`src/rtl/counter_sequencer_pkg.sv`:
```
// Shared encodings for the run/stop/step counter sequencer.
// Latency: n/a (types and constants only).
// Backpressure: n/a.
package counter_sequencer_pkg;

  typedef enum logic [1:0] {
    ST_IDLE = 2'd0,
    ST_RUN  = 2'd1,
    ST_DONE = 2'd2
  } state_t;

  localparam logic [1:0] MODE_FREE     = 2'b00;
  localparam logic [1:0] MODE_ONESHOT  = 2'b01;
  localparam logic [1:0] MODE_PINGPONG = 2'b10;

endpackage

```
`src/rtl/counter_sequencer_if.sv`:
```
// Switch-bank commands in, light-bank status out, for the counter sequencer.
// Latency: n/a (wiring only).
// Backpressure: none; switches are levels and lights are always valid.
interface counter_sequencer_if #(parameter int WIDTH = 4) ();

  logic             START;
  logic             STOP;
  logic             STEP;
  logic             LOAD;
  logic [1:0]       MODE;
  logic [WIDTH-1:0] LIMIT;
  logic [WIDTH-1:0] LOAD_VAL;
  logic [WIDTH-1:0] COUNT;
  logic             RUNNING;
  logic             DONE;
  logic             DIR;

  // Switch bank side: drives commands, reads lights.
  modport master (
    output START, STOP, STEP, LOAD, MODE, LIMIT, LOAD_VAL,
    input  COUNT, RUNNING, DONE, DIR
  );

  // Sequencer side.
  modport slave (
    input  START, STOP, STEP, LOAD, MODE, LIMIT, LOAD_VAL,
    output COUNT, RUNNING, DONE, DIR
  );

endinterface

```
`src/rtl/counter_sequencer_switch_edge_sync.sv`:
```
// Synchronises one switch level and emits a one-cycle pulse on its rising edge.
// Latency: input rising before edge k gives O_EVT high after edge k+SYNC_STAGES.
// Backpressure: none; a pulse is produced once per rising edge.
module switch_edge_sync #(
  parameter int SYNC_STAGES = 2
) (
  input  logic CLK,
  input  logic RST_N,
  input  logic I,
  output logic O_EVT
);

  logic [SYNC_STAGES-1:0] sync_q;
  logic                   prev_q;

  // Synchroniser chain, previous-value flop and registered rising-edge pulse.
  always_ff @(posedge CLK or negedge RST_N) begin
    if (!RST_N) begin
      sync_q <= '0;
      prev_q <= 1'b0;
      O_EVT  <= 1'b0;
    end else begin
      for (int i = SYNC_STAGES - 1; i > 0; i--) begin
        sync_q[i] <= sync_q[i-1];
      end
      sync_q[0] <= I;
      prev_q    <= sync_q[SYNC_STAGES-1];
      O_EVT     <= sync_q[SYNC_STAGES-1] & ~prev_q;
    end
  end

endmodule

```
`src/rtl/counter_sequencer.sv`:
```
// Run/stop/step sequencer for a WIDTH-bit counter: free-run, one-shot, ping-pong.
// Latency: switch edge before clock edge k is acted on at edge k+SYNC_STAGES+1.
// Backpressure: none; simultaneous commands resolve STOP > LOAD > START > STEP.
module counter_sequencer
  import counter_sequencer_pkg::*;
#(
  parameter int WIDTH       = 4,
  parameter int SYNC_STAGES = 2
) (
  input  logic              CLK,
  input  logic              RST_N,
  counter_sequencer_if.slave bus
);

  // The mask must outlast the flush of the synchronisers: a switch held high
  // across reset release shows up as a raw event on edge SYNC_STAGES+1 and
  // would be acted on at the next edge, so qualify events only from there on.
  localparam int MASK_LEN = SYNC_STAGES + 2;
  localparam int MW       = $clog2(MASK_LEN + 1);

  logic [MW-1:0]    mask_cnt_q;
  logic             armed;
  logic             start_raw, stop_raw, step_raw, load_raw;
  logic             start_e, stop_e, step_e, load_e;

  state_t           state_q, state_d;
  logic [WIDTH-1:0] count_q, count_d;
  logic             dir_q, dir_d;
  logic [1:0]       mode_q, mode_d;
  logic [WIDTH-1:0] limit_q, limit_d;

  switch_edge_sync #(.SYNC_STAGES(SYNC_STAGES)) u_sync_start (.CLK(CLK), .RST_N(RST_N), .I(bus.START), .O_EVT(start_raw));
  switch_edge_sync #(.SYNC_STAGES(SYNC_STAGES)) u_sync_stop  (.CLK(CLK), .RST_N(RST_N), .I(bus.STOP),  .O_EVT(stop_raw));
  switch_edge_sync #(.SYNC_STAGES(SYNC_STAGES)) u_sync_step  (.CLK(CLK), .RST_N(RST_N), .I(bus.STEP),  .O_EVT(step_raw));
  switch_edge_sync #(.SYNC_STAGES(SYNC_STAGES)) u_sync_load  (.CLK(CLK), .RST_N(RST_N), .I(bus.LOAD),  .O_EVT(load_raw));

  assign armed   = (mask_cnt_q == MW'(MASK_LEN));
  assign start_e = start_raw & armed;
  assign stop_e  = stop_raw  & armed;
  assign step_e  = step_raw  & armed;
  assign load_e  = load_raw  & armed;

  // Post-reset event mask: count up once and saturate.
  always_ff @(posedge CLK or negedge RST_N) begin
    if (!RST_N) begin
      mask_cnt_q <= '0;
    end else if (!armed) begin
      mask_cnt_q <= mask_cnt_q + MW'(1);
    end
  end

  // State, count, direction and latched mode/limit registers.
  always_ff @(posedge CLK or negedge RST_N) begin
    if (!RST_N) begin
      state_q <= ST_IDLE;
      count_q <= '0;
      dir_q   <= 1'b0;
      mode_q  <= MODE_FREE;
      limit_q <= '0;
    end else begin
      state_q <= state_d;
      count_q <= count_d;
      dir_q   <= dir_d;
      mode_q  <= mode_d;
      limit_q <= limit_d;
    end
  end

  // Next-state and count datapath; the if/else order encodes command priority.
  always_comb begin
    state_d = state_q;
    count_d = count_q;
    dir_d   = dir_q;
    mode_d  = mode_q;
    limit_d = limit_q;
    case (state_q)
      ST_IDLE: begin
        if (stop_e) begin
          state_d = ST_IDLE;
        end else if (load_e) begin
          count_d = bus.LOAD_VAL;
        end else if (start_e) begin
          state_d = ST_RUN;
          mode_d  = bus.MODE;
          limit_d = bus.LIMIT;
          dir_d   = 1'b0;
        end else if (step_e) begin
          count_d = count_q + WIDTH'(1);
        end
      end
      ST_RUN: begin
        if (stop_e) begin
          state_d = ST_IDLE;
        end else if (load_e) begin
          count_d = bus.LOAD_VAL;
        end else if (start_e) begin
          mode_d  = bus.MODE;
          limit_d = bus.LIMIT;
          dir_d   = 1'b0;
        end else begin
          case (mode_q)
            MODE_ONESHOT: begin
              if (count_q == limit_q) state_d = ST_DONE;
              else                    count_d = count_q + WIDTH'(1);
            end
            MODE_PINGPONG: begin
              if (!dir_q) begin
                if (count_q >= limit_q) begin
                  // At 0 this only happens with a zero limit: park there.
                  if (count_q != '0) begin
                    dir_d   = 1'b1;
                    count_d = count_q - WIDTH'(1);
                  end
                end else begin
                  count_d = count_q + WIDTH'(1);
                end
              end else begin
                if (count_q == '0) begin
                  dir_d = 1'b0;
                  if (limit_q != '0) count_d = count_q + WIDTH'(1);
                end else begin
                  count_d = count_q - WIDTH'(1);
                end
              end
            end
            default: count_d = count_q + WIDTH'(1);
          endcase
        end
      end
      ST_DONE: begin
        if (stop_e) begin
          state_d = ST_IDLE;
        end else if (load_e) begin
          state_d = ST_IDLE;
          count_d = bus.LOAD_VAL;
        end else if (start_e) begin
          state_d = ST_RUN;
          count_d = '0;
          mode_d  = bus.MODE;
          limit_d = bus.LIMIT;
          dir_d   = 1'b0;
        end
      end
      default: state_d = ST_IDLE;
    endcase
  end

  assign bus.COUNT   = count_q;
  assign bus.RUNNING = (state_q == ST_RUN);
  assign bus.DONE    = (state_q == ST_DONE);
  assign bus.DIR     = dir_q;

endmodule

```
`src/flat_wrapper.sv`:
```
// flat-port wrapper written by rule: the top's interface ports become plain ports
module counter_sequencer_flat import counter_sequencer_pkg::*;
#(
  parameter int WIDTH       = 4,
  parameter int SYNC_STAGES = 2
)
  (CLK, RST_N, bus_START, bus_STOP, bus_STEP, bus_LOAD, bus_MODE, bus_LIMIT, bus_LOAD_VAL, bus_COUNT, bus_RUNNING, bus_DONE, bus_DIR);
  counter_sequencer_if #(.WIDTH(WIDTH)) bus_i ();
  input  logic CLK;
  input  logic RST_N;
  input wire logic [$bits(bus_i.START)-1:0] bus_START;
  input wire logic [$bits(bus_i.STOP)-1:0] bus_STOP;
  input wire logic [$bits(bus_i.STEP)-1:0] bus_STEP;
  input wire logic [$bits(bus_i.LOAD)-1:0] bus_LOAD;
  input wire logic [$bits(bus_i.MODE)-1:0] bus_MODE;
  input wire logic [$bits(bus_i.LIMIT)-1:0] bus_LIMIT;
  input wire logic [$bits(bus_i.LOAD_VAL)-1:0] bus_LOAD_VAL;
  output wire logic [$bits(bus_i.COUNT)-1:0] bus_COUNT;
  output wire logic [$bits(bus_i.RUNNING)-1:0] bus_RUNNING;
  output wire logic [$bits(bus_i.DONE)-1:0] bus_DONE;
  output wire logic [$bits(bus_i.DIR)-1:0] bus_DIR;
  assign bus_i.START = bus_START;
  assign bus_i.STOP = bus_STOP;
  assign bus_i.STEP = bus_STEP;
  assign bus_i.LOAD = bus_LOAD;
  assign bus_i.MODE = bus_MODE;
  assign bus_i.LIMIT = bus_LIMIT;
  assign bus_i.LOAD_VAL = bus_LOAD_VAL;
  assign bus_COUNT = bus_i.COUNT;
  assign bus_RUNNING = bus_i.RUNNING;
  assign bus_DONE = bus_i.DONE;
  assign bus_DIR = bus_i.DIR;
  counter_sequencer #(.WIDTH(WIDTH), .SYNC_STAGES(SYNC_STAGES)) u_core (.CLK(CLK), .RST_N(RST_N), .bus(bus_i));
endmodule
```
`config.mk`:
```
export PLATFORM = sky130hd
export DESIGN_NAME = counter_sequencer_flat
export DESIGN_NICKNAME = d
export VERILOG_FILES = /design/src/rtl/counter_sequencer_pkg.sv /design/src/rtl/counter_sequencer_if.sv /design/src/rtl/counter_sequencer_switch_edge_sync.sv /design/src/rtl/counter_sequencer.sv /design/src/flat_wrapper.sv
export SDC_FILE = /design/constraint.sdc
export NUM_CORES = 1
export LEC_CHECK = 0
export ABC_CLOCK_PERIOD_IN_PS = 2670
export CELL_PAD_IN_SITES_DETAIL_PLACEMENT = 0
export CELL_PAD_IN_SITES_GLOBAL_PLACEMENT = 1
export CORE_ASPECT_RATIO = 0.75
export CORE_MARGIN = 2
export CORE_UTILIZATION = 41
export CTS_BUF_LIST = sky130_fd_sc_hd__clkbuf_8
export DETAILED_ROUTE_END_ITERATION = 10
export GPL_ROUTABILITY_DRIVEN = 0
export PLACE_DENSITY = 0.77
export SYNTH_ARGS = -nofsm -noshare
export SYNTH_HDL_FRONTEND = slang
export SYNTH_SLANG_ARGS = --single-unit
```
`constraint.sdc`:
```
create_clock -name CLK -period 2.67 [get_ports CLK]
set_input_delay 0.6675 -clock CLK [delete_from_list [all_inputs] [get_ports CLK]]
set_output_delay 0.6675 -clock CLK [all_outputs]
set_load 0.01 [all_outputs]
```
---- Word-level counts from Yosys, hierarchy flattened ----
Index checks and enable logic that the tools add are counted.
storage, ports and cells
  output and inout port bits .............. 7
  register bits after elaboration ......... 32
cells by class
  multiplexer cells ....................... 41
  order comparisons ....................... 1
  equal/unequal tests ..................... 26
  reduce and logical (&&, ||, !) cells .... 12
  bitwise gates (word level) .............. 14
  add/sub/neg operators ................... 3
operators by type and width
  operator                                                                  number
  4-bit two-way mux                                                         16
  2-bit two-way mux                                                         10
  3-bit by 1-bit inequality test with 1-bit output (second input constant)  5
  2-bit inequality test (second input constant)                             6
  4-bit case mux with 3 select lines                                        1
  1-bit two-way mux                                                         11
  11-bit AND reduction                                                      1
  3-bit inequality test (second input constant)                             3
  1-bit AND                                                                 8
  4-bit case mux with 2 select lines                                        1
  4-bit nonzero test                                                        2
  7-bit AND reduction                                                       1
  3-bit by 2-bit inequality test with 1-bit output (second input constant)  2
  6-bit by 4-bit inequality test with 1-bit output (second input constant)  1
  6-bit by 5-bit inequality test with 1-bit output (second input constant)  1
  1-bit NOT                                                                 6
  2-bit case mux with 3 select lines                                        1
  5-bit AND reduction                                                       1
  4-bit by 1-bit adder with 4-bit output (second input constant)            1
  2-bit by 1-bit equality test with 1-bit output (second input constant)    2
  2-bit equality test (second input constant)                               2
  4-bit equality test                                                       1
  4-bit >= comparator                                                       1
  4-bit zero test                                                           1
  12 further kinds                                                          12

---- Logic depth before layout (Yosys ltp) ----
  word-level depth ........................ 9
  gate-level depth with buffers ........... 9

---- By module ----
From an unflattened synthesis, not the netlist that was laid out.
unflattened totals
  cell total of the unflattened synthesis .. 180
  area, all modules ....................... 1893.1 µm²
modules (own cells, without submodules)
  module             area an instance (µm²)  cells each  seq. area each (µm²)  instances
  counter_sequencer  1437.6                  160         400.4                 1
  switch_edge_sync   113.9                   5           100.1                 4

---- Worst setup path after synthesis ----
No wires, ideal clock.
  kind .................................... reg-to-reg
  start point ............................. register u_core.count_q[0], in the netlist u_core.bus.COUNT[0]
  end point ............................... register u_core.count_q[1], in the netlist u_core.bus.COUNT[1]
  stages on the path, launching flop included .. 9
  required time ........................... 2566 ps
  period minus slack after synthesis ...... 2301 ps
  setup slack ............................. 369 ps
  setup time .............................. 104 ps
  arrival ................................. 2197 ps
  cell sequence ........................... dfrtp_1 inv_1 ha_1 and4_4 a2111oi_4 a211oi_2 and4b_4 or2_4 o41ai_2
between the ends
  word-level cells in the longest chain between the ends .. 9
ends and longest elaborated chain
  element                                                                                                RTL line                                            source
  start: declaration                                                                                     counter_sequencer.sv:27                             logic [WIDTH-1:0] count_q, count_d;
  start signal: assignment                                                                               counter_sequencer.sv:62                             count_q <= count_d;
  4-bit by 1-bit subtractor with 4-bit output or 4-bit by 1-bit adder with 4-bit output (tied branches)  --
  4-bit two-way mux, on equally long branches                                                            counter_sequencer.sv:110, counter_sequencer.sv:120
  4-bit two-way mux, on equally long branches                                                            counter_sequencer.sv:108, counter_sequencer.sv:118
  4-bit two-way mux                                                                                      counter_sequencer.sv:107                            if (!dir_q) begin
  4-bit case mux with 2 select lines                                                                     counter_sequencer.sv:101                            case (mode_q)
  4-bit two-way mux                                                                                      counter_sequencer.sv:96                             end else if (start_e) begin
  4-bit two-way mux                                                                                      counter_sequencer.sv:94                             end else if (load_e) begin
  4-bit two-way mux                                                                                      counter_sequencer.sv:92                             if (stop_e) begin
  4-bit case mux with 3 select lines                                                                     counter_sequencer.sv:76                             case (state_q)
Several ways; a longest one is shown, not always the timed one. The select of a mux whose other input is x is not followed.
A chain may end at the register's enable or synchronous reset.

---- Final worst setup path ----
  start point ............................. register u_core.count_q[1], in the netlist u_core.bus.COUNT[1]
  end point ............................... register u_core.count_q[1], in the netlist u_core.bus.COUNT[1]
The elaborated chain is that of the path after synthesis.

==> metrics.txt <==
status complete, no violations; clock root buffer clkbuf_8; launch point of the worst reg-to-reg path u_core.bus.COUNT[1]$_DFFE_PN0P_; Buffers on Ports 22; area share of fa/ha/maj cells after synthesis 8.77%; Slew Limit Fails 0; CTS Buf Count 5; Synth Area in Compound Gates roughly 17%; Worst path slowest cell dfrtp_1; Tcrit/Tclk final 90.6%; Ant. Diodes 0; Worst path max stage delay 0.45 ns; Post-synth EDFFs 0; hold slack 0.348 ns; postcts setup bufs 0; critical path startpoint category flip-flop; residual DRC count 0; fin nets 218; Core Box Area 4030 µm²; CP endpoint u_core.bus.COUNT[1]$_DFFE_PN0P_; DRT Wirelength between 3000 and 4000 µm; setup TNS 0 ns; required time of the critical path between 2 and 3 ns; WP data arrival 2.60 ns; Multi-input gate area 846 µm²; hpwl dp about 2600 µm; mux cell area share after synthesis 5.12%; Static Leak 0.000899 µW; CTS sink cnt 32; Layout Cells excl Fill 246; first-pass GRT wire length 6050 µm; Routed Antenna Nets 0; Syn Area/Cell between 10 and 15 µm²; initial antenna violation count 0; Top Family by Delay on Critical Path compound AO/OA/AOI/OAI gates; pwr/cell area 998 nW/µm²; post-cts repair resize count 0; CP Buf/Inv Count 0; Critical Path Start u_core.bus.COUNT[1]$_DFFE_PN0P_; WL/cell 13.9 µm; total grt overflow 0; commonest non-fill, non-tap cells in the layout 32 x dfrtp_1, 22 x clkdlybuf4s50_1, 14 x inv_1, 12 x nand2_1, 12 x ha_1; Async S/R FF share, synth 100%; Worst-path clk slew 0.07 ns; Worst-Margin Slew 0.503 ns; Fin. Hold Viols 0; Max-cap violations 0; DIE HEIGHT 60.0 µm; Hold/Removal Path Class reg2reg; Setup CP Type reg2reg; DIE AREA 4710 µm²; Worst Skew 0.00928 ns; worst-path cell chain ha_1 > and4_4 > a2111oi_4 > a211oi_2 > and4b_4 > or2_4 > o41ai_2; share of cells above drive strength 1 12.0%; largest net degree at the start of global routing 33; worst skew pair latency around 0.28 ns; placement-stage cell area 1990 µm²; ys flop type dfrtp_1; Max-slew headroom roughly two thirds; RSZ-0062 raised after global routing false; fillers 353; num rows 20; die width 78.6 µm; cell area after layout 2090 µm²; fmax 0.413 GHz; H-tree Lvls 2; Synth Area in Simple Gates 16.4%; DR vias/cell 5.32; CTS tree done; reg-to-reg setup timing slack 0.25 ns; Worst Setup End Kind flip-flop; Seq/Total Area, Yosys 46.8%; post-synth cell types 47; io pins 23; sequential cell area 801 µm²; initial core utilization 42.5%; # hold bufs at CTS 0; Final Setup Violations 0; reg2reg end u_core.bus.COUNT[1]$_DFFE_PN0P_; gr usage total 17.0%; vias in the first global route 1288; Tmin final about 2.4 ns; area delta synth->final 21.9%; maximum root-to-sink buffer count 2; Syn Std Cell Area roughly 1700 µm²; FF+latch count, synth 32; depth of the most critical reg-to-reg path 7; commonest non-fill, non-tap cell in the layout dfrtp_1; CP Depth 7; drt pass-1 iters 4; synthesized net count 192; Vias 1309; 1st-iter DRT viols around 120; DP Cell Count approximately 240; largest family of logic cells by synthesized area compound AO/OA/AOI/OAI gates; Synth Warn # 0; CP Max Fanout 7; maximum VDD drop 0.411 mV; Gate Count Post-Synth 164; Post-Synth XOR/XNOR Area 2.05%
## Yosys cell counts (all sizes together), types with 3 or more instances
cell / instances / area [µm²]
dfrtp: 32 / 801
nand3: 5 / 25.0
o21ai: 10 / 50.1
nor3: 3 / 15.0
a2111oi: 3 / 45.1
nand2: 12 / 45.0
xnor2: 4 / 35.0
o22ai: 3 / 18.8
and3: 3 / 18.8
mux2: 6 / 67.6
a21oi: 7 / 35.0
inv: 13 / 48.8
nor2: 10 / 37.5
nor2b: 6 / 37.5
ha: 12 / 150
## worst min path at each step
stage,from,to,depth (start not counted)
floorplan,u_core.u_sync_load.sync_q[0]$_DFF_PN0_,u_core.u_sync_load.sync_q[1]$_DFF_PN0_,0
global placement,u_core.u_sync_load.sync_q[0]$_DFF_PN0_,u_core.u_sync_load.sync_q[1]$_DFF_PN0_,0
detailed placement,u_core.u_sync_start.sync_q[0]$_DFF_PN0_,u_core.u_sync_start.sync_q[1]$_DFF_PN0_,0
CTS,u_core.u_sync_start.sync_q[0]$_DFF_PN0_,u_core.u_sync_start.sync_q[1]$_DFF_PN0_,0
global route,u_core.u_sync_step.sync_q[0]$_DFF_PN0_,u_core.u_sync_step.sync_q[1]$_DFF_PN0_,0
finish,u_core.u_sync_load.sync_q[0]$_DFF_PN0_,u_core.u_sync_load.sync_q[1]$_DFF_PN0_,0
## logic make-up after synthesis
group / Yosys count
simple gates: 52
compound gates: 39
flops: 32
buf+inv: 17
fa+ha+maj: 12
mux: 8
xor+xnor: 4
## through the flow
| step | total power [µW] | utilization (%) | setup WS, ns |
|---|---|---|---|
| 3_3_place_gp | 1690 | 49.4 | 0.329 |
| 5_1_grt | 2250 | 51.8 | 0.148 |
| 6_report | 2080 | 51.8 | 0.251 |
| 4_1_cts | 2100 | 51.8 | 0.268 |
| 3_5_place_dp | 1710 | 49.4 | 0.287 |
| 2_1_floorplan | 1410 | - | 0.369 |
## routing by layer
metal  up-vias  track usage (%)  part of all wire, %
li1        635                -                    -
met5         -                0                    0
met1       636             23.9                   49
met3         6             4.23                  5.9
met4         0             7.52                  1.3
met2        32             25.0                   44
## worst register-to-register path, cell delays in order (launching register included)
cell and delay (ns):
dfrtp_1 0.45, ha_1 0.36, and4_4 0.22, a2111oi_4 0.30, a211oi_2 0.19, and4b_4 0.23
or2_4 0.25, o41ai_2 0.33
## final cells by class
cell class                 count  share of cell area, %
multi-input combinational    115                   40.6
sequential                    32                   38.4
timing repair buffer          23                   10.9
clock buffer                   6                   3.96
tap                           55                   3.30
inverter                      13                   2.34
clock inverter                 2                  0.540
## flip-flops by register name, indices dropped and copies added (netlist names), 2 cells and up
register and count:
u_core.state_q 2, u_core.bus.COUNT 4, u_core.u_sync_step.sync_q 2, u_core.limit_q 4, u_core.u_sync_load.sync_q 2, u_core.u_sync_start.sync_q 2, u_core.u_sync_stop.sync_q 2, u_core.mask_cnt_q 3
u_core.mode_q 2
## where the power goes
group          leakage, µW  total, µW  internal (µW)  switching [µW]
Sequential        0.000388        679            575             104
Clock            0.0000486        380            205             175
Combinational     0.000463       1020            502             520
Total             0.000899       2080           1280             799
Note: power is estimated with default switching activity, not from simulation.
